==> config.mk <==
export PLATFORM = sky130hd
export DESIGN_NAME = mem_data_port
export DESIGN_NICKNAME = d
export VERILOG_FILES = /design/src/rtl/mem_data_port.sv
export SDC_FILE = /design/constraint.sdc
export NUM_CORES = 1
export LEC_CHECK = 0
export ABC_AREA = 1
export CORE_MARGIN = 2
export CORE_UTILIZATION = 44
export DETAILED_ROUTE_END_ITERATION = 16
export GPL_TIMING_DRIVEN = 1
export PLACE_DENSITY = 0.84
export SYNTH_ARGS = -nofsm -noshare
export SYNTH_HDL_FRONTEND = slang
export SYNTH_SLANG_ARGS = --single-unit
==> constraint.sdc <==
create_clock -name clk -period 2.4 [get_ports clk]
set_input_delay 0.72 -clock clk [delete_from_list [all_inputs] [get_ports clk]]
set_output_delay 0.72 -clock clk [all_outputs]
set_load 0.1 [all_outputs]
==> src/rtl/mem_data_port.sv <==
// MEM-stage data-memory port: issues one request/response transaction on the
// data-cache interface per instruction, stalling the pipeline until the response arrives.
module mem_data_port #(
  parameter bit ALIGN_CHECK = 1'b1
) (
  input  logic        clk,
  input  logic        rst,
  input  logic        req_read,
  input  logic        req_write,
  input  logic [31:0] req_addr,
  input  logic [3:0]  req_wmask,
  input  logic [31:0] req_wdata,
  input  logic [2:0]  req_funct3,
  input  logic        pipe_advance,
  output logic        dmem_read,
  output logic        dmem_write,
  output logic [31:0] dmem_address,
  output logic [3:0]  dmem_byte_enable,
  output logic [31:0] dmem_wdata,
  input  logic        dmem_resp,
  input  logic [31:0] dmem_rdata,
  output logic        stall_out,
  output logic [31:0] load_data,
  output logic        misalign
);

  localparam logic [1:0] IDLE = 2'd0;
  localparam logic [1:0] BUSY = 2'd1;
  localparam logic [1:0] DONE = 2'd2;

  logic [1:0]  state_q, state_d;
  logic        read_q, read_d;
  logic        write_q, write_d;
  logic [31:0] addr_q, addr_d;
  logic [3:0]  be_q, be_d;
  logic [31:0] wdata_q, wdata_d;
  logic [1:0]  off_q, off_d;
  logic [2:0]  f3_q, f3_d;
  logic [31:0] load_q, load_d;

  logic        req_any;
  logic        aligned;
  logic        mis;
  logic        req_ok;
  logic [31:0] st_data;
  logic [31:0] rd_shift;
  logic [31:0] ld_ext;

  // Request decode: alignment by access width and store-lane placement
  always_comb begin
    req_any = req_read | req_write;
    case (req_funct3[1:0])
      2'b00:   aligned = 1'b1;
      2'b01:   aligned = (req_addr[1:0] != 2'b11);
      default: aligned = (req_addr[1:0] == 2'b00);
    endcase
    mis    = ALIGN_CHECK && req_any && !aligned;
    req_ok = req_any && !mis;
    case (req_funct3[1:0])
      2'b00:   st_data = {24'b0, req_wdata[7:0]} << {req_addr[1:0], 3'b000};
      2'b01:   st_data = {16'b0, req_wdata[15:0]} << {req_addr[1:0], 3'b000};
      default: st_data = req_wdata;
    endcase
  end

  // Response path uses the offset and width captured at issue, not the live request
  always_comb begin
    rd_shift = dmem_rdata >> {off_q, 3'b000};
    case (f3_q)
      3'b000:  ld_ext = {{24{rd_shift[7]}}, rd_shift[7:0]};
      3'b100:  ld_ext = {24'b0, rd_shift[7:0]};
      3'b001:  ld_ext = {{16{rd_shift[15]}}, rd_shift[15:0]};
      3'b101:  ld_ext = {16'b0, rd_shift[15:0]};
      default: ld_ext = rd_shift;
    endcase
  end

  always_comb begin
    state_d = state_q;
    read_d  = read_q;
    write_d = write_q;
    addr_d  = addr_q;
    be_d    = be_q;
    wdata_d = wdata_q;
    off_d   = off_q;
    f3_d    = f3_q;
    load_d  = load_q;
    case (state_q)
      IDLE: begin
        if (req_ok) begin
          write_d = req_write;
          read_d  = req_read & ~req_write;
          addr_d  = {req_addr[31:2], 2'b00};
          be_d    = req_wmask;
          wdata_d = st_data;
          off_d   = req_addr[1:0];
          f3_d    = req_funct3;
          state_d = BUSY;
        end
      end
      BUSY: begin
        if (dmem_resp) begin
          read_d  = 1'b0;
          write_d = 1'b0;
          if (read_q) load_d = ld_ext;
          state_d = DONE;
        end
      end
      DONE: begin
        if (pipe_advance) state_d = IDLE;
      end
      default: state_d = IDLE;
    endcase
  end

  always_ff @(posedge clk) begin
    if (rst) begin
      state_q <= IDLE;
      read_q  <= 1'b0;
      write_q <= 1'b0;
      addr_q  <= '0;
      be_q    <= '0;
      wdata_q <= '0;
      off_q   <= '0;
      f3_q    <= '0;
      load_q  <= '0;
    end else begin
      state_q <= state_d;
      read_q  <= read_d;
      write_q <= write_d;
      addr_q  <= addr_d;
      be_q    <= be_d;
      wdata_q <= wdata_d;
      off_q   <= off_d;
      f3_q    <= f3_d;
      load_q  <= load_d;
    end
  end

  assign dmem_read        = read_q;
  assign dmem_write       = write_q;
  assign dmem_address     = addr_q;
  assign dmem_byte_enable = be_q;
  assign dmem_wdata       = wdata_q;
  assign load_data        = load_q;
  assign misalign         = (state_q == IDLE) && mis;
  assign stall_out        = ((state_q == IDLE) && req_ok) || (state_q == BUSY);

endmodule

[After elaboration in Yosys (flattened, before gate mapping)]
Index checks and enable logic that the tools add are counted.
Word-level totals
  word-level logic and storage cells: 53
  output and inout bits: 104
  register bits: 107
  input port bits: 109
Cells by class
  reductions and logical operators: 16
  multiplexer cells: 12
  equality and inequality tests: 10
  shift operators: 3
  bitwise logic cells: 3
Operators by type and width (count)
  32-bit case mux with 4 select lines: 1
  32-bit case mux with 2 select lines: 1
  16-bit by 5-bit left shift with 32-bit output: 1
  8-bit by 5-bit left shift with 32-bit output: 1
  32-bit by 5-bit right shift with 32-bit output: 1
  3-bit AND reduction: 3
  2-bit inequality test, second input constant: 4
  3-bit equality test, second input constant: 2
  2-bit zero test: 3
  2-bit 2-to-1 mux: 3
  1-bit case mux with 2 select lines: 3
  2-bit case mux with 3 select lines: 1
  2-bit by 1-bit equality test with 1-bit output, second input constant: 2
  1-bit logical AND: 4
  3-bit by 1-bit equality test with 1-bit output, second input constant: 1
  3-bit zero test: 1
  1-bit 2-to-1 mux: 3
  2-bit equality test, second input constant: 1
  1-bit zero test: 2
  2-bit AND reduction: 1
  2-bit nonzero test: 1
  1-bit AND: 1
  1-bit logical OR: 1
  1-bit NOT: 1
  1-bit bitwise OR: 1

[Longest topological paths before layout]
Gate-level depths: netlist (run 1).
  depth in word-level cells: 8
  gate-level depth with buffers: 9
  depth with buffers taken out: 8

[Worst setup path before layout (run 1)]
OpenSTA, ideal clock, no wires.
  path kind: input to output
  start point: input port req_funct3[0]
  end point: output port misalign
  cell stages on the path: 5
  arrival time: 2.357 ns
  slack: -0.677 ns
  path buffers: 1
  cell sequence: buf_2 nand3_1 nand2_2 inv_1 nor2_1
Between the ends
  longest elaborated chain between the ends: 5
  elaborated cells on any way between the ends: 6
  classes of those cells: eq/ne: 1; mux: 1; reduce/logical: 4
Ends and longest elaborated chain
  start: declaration: line 13  | input logic [2:0] req_funct3,
  2-bit by 1-bit equality test with 1-bit output or 2-bit zero test (tied branches): line 52  | case (req_funct3[1:0])
  1-bit case mux with 2 select lines *: line 52
  1-bit zero test *: line 57  | mis = ALIGN_CHECK && req_any && !aligned;
  1-bit logical AND *: line 57
  1-bit logical AND *: line 146  | assign misalign = (state_q == IDLE) && mis;
  end: declaration: line 24  | output logic misalign
Every way passes the cells marked *; elsewhere a longest branch is shown, timed or not.

[Final worst setup path (run 1)]
  start point: input port req_addr[0]
  end point: output port stall_out
Between the ends
  longest elaborated chain between the ends: 8
  elaborated cells on any way between the ends: 9
  classes of those cells: eq/ne: 1; mux: 1; reduce/logical: 7
Ends and longest elaborated chain
  start: declaration: line 10  | input logic [31:0] req_addr,
  2-bit inequality test or 2-bit zero test (tied branches): line 54, 55
  1-bit case mux with 2 select lines *: line 52
  1-bit zero test *: line 57
  1-bit logical AND *: line 57
  1-bit zero test *: line 58  | req_ok = req_any && !mis;
  1-bit logical AND *: line 58
  1-bit logical AND *: line 147  | assign stall_out = ((state_q == IDLE) && req_ok) || (state_q == BUSY);
  1-bit logical OR *: line 147
  end: declaration: line 22  | output logic stall_out,
Marks and branches as above.

==> out/qor.yml, run 1 <==
min_period_ns: 2.32
postCtsHoldBufs: 0
crit_arrival_ns: 1.60
syn_inst: 828
place_congestion: 0.883
io_pins: 213
diodes: 0
synth_compound_area_frac: 0.135
power_density_nw_per_um2: 736
combPwrFrac: 0.358
cts_tree: "done"
die_w_um: 114
root_buffer: "clkbuf_16"
htree_levels: 3
numClockSinks: 107
yosysTopAreaCellShare: 0.405
worst_slew_pin_slew_ns: 0.652
path_class: "in -> out"
setup_viol: 0
first_pass_iters: 5
grt_pass1_vias: 5480
timing.final.ws_setup_ns: 0.0792
yosys-top-cells-count: "229 x nand2_1, 176 x nor2_1, 107 x dfxtp_1"
hp-class: "reg -> reg"
synthFlopType: "dfxtp_1"
p_leak_nw: 3.68
area_growth_pct: 43.3
skew_ns: 0.00996
detail-route-antenna-nets: 0
outcome: "complete, no violations"
p_sw_mw: 2.23
dp_slack_ns: -0.211
cts_buffers: 9
synth_edf_count: 0
ys_seq_area_frac: 0.405
ir_drop_mv: 0.477
syn_area_um2: 5280
hpwl_mm: 11.3
synth-async-reset-ratio: 0
synth.area.mux_share: 0
p_seq_frac: 0.355
cts.path.max_buffers: 2
antenna_found_initial: 0
start_kind: "primary input"
p_sw_frac: 0.401
max_freq_mhz: 431
power.total_mw: 5.57
maxCapViolations: 0
drcViolationCount: 0
core_region_area_um2: 11900
grt_max_degree: 64
routedWlPerCell_um: 14.1
fin_cells: 1168
synth_most_common_cell: "nand2_1"
synth-adder-area-share: 0
grt_pass1_wl_mm: 26.6
internal-power_mw: 3.34
track_usage: 0.254
drive_gt1_frac: 0.159
synth-seq-cells: 107
place_inst: 1152
synth.avg_cell_area_um2: 6.38
drtIter0Drc: 653
vias: 5887
endpoint_kind: "primary output"
synth_top_family_by_area: "simple AND/OR/NAND/NOR gates"
synthSimpleGateAreaFrac: 0.360
required_ns: 1.68
clk_pin_slew_ns: 0.07
gr-total-overflow: 0
die_h_um: 114
vias_per_cell: 5.04
finalWirelength_mm: 16.5
rows: 40
yosysTopAreaCell: "dfxtp_1"
fin_nets: 1125
dieArea_um2: 12900
clockPowerShare: 0.287
port_buffers: 210
yosysUniqueCellTypes: 31
period_share: 0.967
slew_headroom: 0.563
hold_viol: 0
slew_viol_final: 0
yosysWarnings: 0
crit_fanout: 3
start_util: 0.445
rsz0062_at_grt: "no"
synth_xor_xnor_area_share: 0
insertion_delay_ns: 0.35
synth.area.top_cells: "dfxtp_1 41%, nand2_1 16%, nor2_1 13%"
==> flip-flops by register name (all words and copies together), names as in the netlist <==
signal,count
dmem_write,1
dmem_wdata,32
dmem_address,30
f3_q,3
off_q,2
state_q,2
dmem_read,1
dmem_byte_enable,4
load_data,32
==> logic make-up after synthesis <==
logic type / count (synthesis)
AOI/OAI and AO/OA: 135
DFF: 107
and+or+nand+nor: 475
buffers and inverters: 110
other: 1
==> stage by stage <==
stage / cell area [um2] / hold WS, ns / util / TNS, ns
2_1_floorplan: 5300 / 0.485 / - / -0.204
5_1_grt: 7570 / 0.494 / 0.638 / 0
4_1_cts: 7570 / 0.468 / 0.639 / 0
6_report: 7570 / 0.467 / 0.638 / 0
3_3_place_gp: 7240 / 0.452 / 0.611 / -6.57
3_5_place_dp: 7240 / 0.456 / 0.611 / -7.96
==> path summary, 6_finish.rpt <==
path / from / to / slack [ns] / cells past startpoint
worst max register to register: off_q[0] / load_data[22] / 0.66 / 9
worst min-delay path: dmem_wdata[28] / dmem_wdata[28] / 0.47 / 2
worst min register to register: dmem_wdata[28] / dmem_wdata[28] / 0.47 / 2
worst max-delay path: req_addr[0] / stall_out / 0.08 / 7
==> power groups by stage <==
| stage | registers (mW) | clock network (mW) | logic [mW] |
|---|---|---|---|
| floorplan | 2.86 | 0 | 0.594 |
| global placement | 2.01 | 0 | 1.98 |
| global route | 1.99 | 1.69 | 2.11 |
| CTS | 1.98 | 1.62 | 1.99 |
| finish | 1.98 | 1.60 | 1.99 |
| detailed placement | 2.01 | 0 | 1.99 |
==> cell usage in the layout (no fill, tap or decap), types with 7 or more instances in the layout <==
master           netlist  final
nand4_1                8      8
dfxtp_1              107    107
nand2_1              229    228
a21oi_1               60     60
o21ai_0               58     57
nand3_1               52     52
nor2_1               176    175
clkbuf_16              0      9
inv_1                 47     46
buf_4                  5    118
clkdlybuf4s50_1        0    101
inv_2                  6      7
==> critical path, cell delays in order <==
cell and delay, ns:
clkdlybuf4s15_1 0.22, o21ai_2 0.14, nand2_2 0.11, nor2_4 0.13, inv_2 0.06, nand2_4 0.06, buf_12 0.17
==> final cells by class <==
| class | count | area, um2 |
|---|---|---|
| multi-input cells | 612 | 2650 |
| clock buffers | 12 | 267 |
| clock inverters | 4 | 55.1 |
| flip-flops and latches | 107 | 2140 |
| inverters | 54 | 203 |
| well taps | 147 | 184 |
| fillers | 1120 | 4290 |
| repair buffers | 232 | 2070 |
==> what timing repair did <==
| action | CTS | global route |
|---|---|---|
| gates cloned | 0 | 0 |
| endpoints found under the hold margin | 0 | 0 |
| pin swaps | 3 | 3 |
| buffers inserted | 0 | 0 |
| setup endpoints to repair | 2 | 1 |
| gates resized for setup | 10 | 3 |
==> metal layers <==
| layer | global-route usage | vias up | wire (um) |
|---|---|---|---|
| met5 | 0 | - | 0 |
| met4 | 0.106 | 0 | 438 |
| met3 | 0.0484 | 31 | 1470 |
| met2 | 0.394 | 278 | 7490 |
| met1 | 0.348 | 2593 | 7100 |
| li1 | - | 2985 | - |
(Power assumes the default switching activity.)
==> inputs of run 2 (changes only) <==
- ABC_CLOCK_PERIOD_IN_PS: default -> 2400
==> results of run 2 <==
The final DEF is identical to that of run 1; final timing and power are the same.
==> inputs of run 3 (changes only) <==
- ABC_AREA: 1 -> default
- CORE_UTILIZATION: 44 -> 42
- PLACE_DENSITY: 0.84 -> 0.83
- SKIP_LAST_GASP: default -> 1
==> out/qor.yml, run 3 <==
rows: 39
hold_viol: 0
insertion_delay_ns: 0.34
hp-class: "reg -> reg"
fin_tns_setup_ns: -0.138
detail-route-antenna-nets: 0
hpwl_mm: 11.2
violations: "negative setup slack"
synth-async-reset-ratio: 0
synth_edf_count: 0
endpoint_kind: "primary output"
required_ns: 1.68
gr-total-overflow: 0
yosysWarnings: 0
synth.area.top_cells: "dfxtp_1 45%, nand2_1 11%, a21oi_1 7.7%"
skew_ns: 0.00630
yosysTopAreaCell: "dfxtp_1"
path_class: "in -> out"
core_region_area_um2: 11300
io_pins: 213
crit_chain: "buf_8 > or2_4 > a2111o_2 > nand2_8 > buf_12"
path_buf_inv: 2
crit_family: "compound AO/OA/AOI/OAI gates"
timing.final.ws_setup_ns: -0.138
crit_slowest_cell: "a2111o_2"
drcViolationCount: 0
cts.path.max_buffers: 2
grt_pass1_vias: 4951
place_inst: 918
numClockSinks: 107
dieArea_um2: 12300
synth-seq-cells: 107
track_usage: 0.240
synthFlopType: "dfxtp_1"
whs_path_depth: 2
power_density_nw_per_um2: 662
synth_most_common_cell: "nand2_1"
start_kind: "primary input"
root_buffer: "clkbuf_16"
crit_fanout: 3
outcome: "finished, violations left"
place_congestion: 0.917
htree_levels: 3
final_common_cell: "nand2_1"
dp_slack_ns: -0.510
crit_arrival_ns: 1.82
fin_cells: 936
finalWirelength_mm: 15.1
drtIter0Drc: 352
min_period_ns: 2.54
fin_nets: 896
ir_drop_mv: 0.352
slew_viol_final: 0
die_h_um: 111
synth.avg_cell_area_um2: 8.28
setup_viol: 1
cts_tree: "done"
yosysUniqueCellTypes: 51
first_pass_iters: 5
antenna_found_initial: 1
ys_seq_area_frac: 0.445
die_w_um: 111
max_freq_mhz: 394
p_leak_nw: 2.82
start_util: 0.427
routedWlPerCell_um: 16.1
maxCapViolations: 0
rsz0062_at_grt: "yes"
slew_headroom: 0.320
reg2reg_depth: 5
drive_gt1_frac: 0.241
grt_max_degree: 100
syn_inst: 581
clk_pin_slew_ns: 0.07
area_growth_pct: 50.9
syn_area_um2: 4810
yosys-top-cells-count: "141 x nand2_1, 107 x dfxtp_1, 74 x a21oi_1"
slowest_delay_ns: 0.49
final_cell_mix: "139 x nand2_1, 128 x buf_4, 107 x dfxtp_1, 101 x clkdlybuf4s50_1, 74 x a21oi_1"
worst_slew_pin_slew_ns: 1.02
postCtsHoldBufs: 0
period_share: 1.06
cp.depth: 5
cts_buffers: 9
port_buffers: 210
vias_per_cell: 5.47
grt_pass1_wl_mm: 24.3
yosysTopAreaCellShare: 0.445
vias: 5122
[run 3: path summary, 6_finish.rpt]
| kind | to | startpoint | slack [ns] |
|---|---|---|---|
| hold / removal | dmem_address[17] | dmem_address[17] | 0.45 |
| setup / recovery | stall_out | req_addr[1] | -0.14 |
| setup reg to reg | dmem_wdata[9] | state_q[1] | 0.40 |
| hold reg to reg | dmem_address[17] | dmem_address[17] | 0.45 |
[run 3: kinds of logic (layout without fill, tap and decap cells)]
group,count (synthesis),count (layout),share of synthesized area
AOI/OAI and AO/OA,162,162,0.226
muxes,25,25,0.0583
DFF,107,107,0.445
buffers and inverters,50,260,0.0484
and+or+nand+nor,236,236,0.221
other,1,3,0.000780
[run 3: repair_timing]
action / 4_1_cts / 5_1_grt
buffers inserted: 1 / 2
endpoints found under the setup margin: 11 / 2
endpoints found under the hold margin: 0 / 0
pin swaps: 4 / 5
resized for setup: 19 / 3
[run 3: report_power, final]
group	internal [mW]	switching, mW
combinational	0.468	0.992
sequential	1.86	0.0547
clock	0.742	0.681
[run 3: cell type report]
class                   count  area, um2
multi-input cells         425       2480
clock buffers              10        239
clock inverters             6       47.5
fillers                   946       4020
repair buffers            241       2150
flip-flops and latches    107       2140
inverters                   3       11.3
diodes                      1       2.50
well taps                 143        179
[run 3: worst min-delay path, stage by stage, from the launching register on]
cell and delay, ns:
dfxtp_1 0.31, nand2_1 0.05, a21oi_1 0.05
[run 3: per-stage QoR]
step	instance area (um2)	power [mW]	util	hold slack (ns)
CTS	7240	4.82	0.643	0.457
global route	7250	4.97	0.643	0.482
finish	7250	4.80	0.644	0.454
global placement	6950	3.39	0.616	0.443
floorplan	4870	2.95	-	0.449
detailed placement	6950	3.41	0.616	0.447
[run 3: layer usage]
layer / GRT usage / routed length [um] / vias to the layer above
li1: - / - / 2451
met5: 0 / 0 / -
met2: 0.410 / 7400 / 275
met1: 0.292 / 5970 / 2372
met4: 0.0917 / 358 / 0
met3: 0.0569 / 1360 / 24
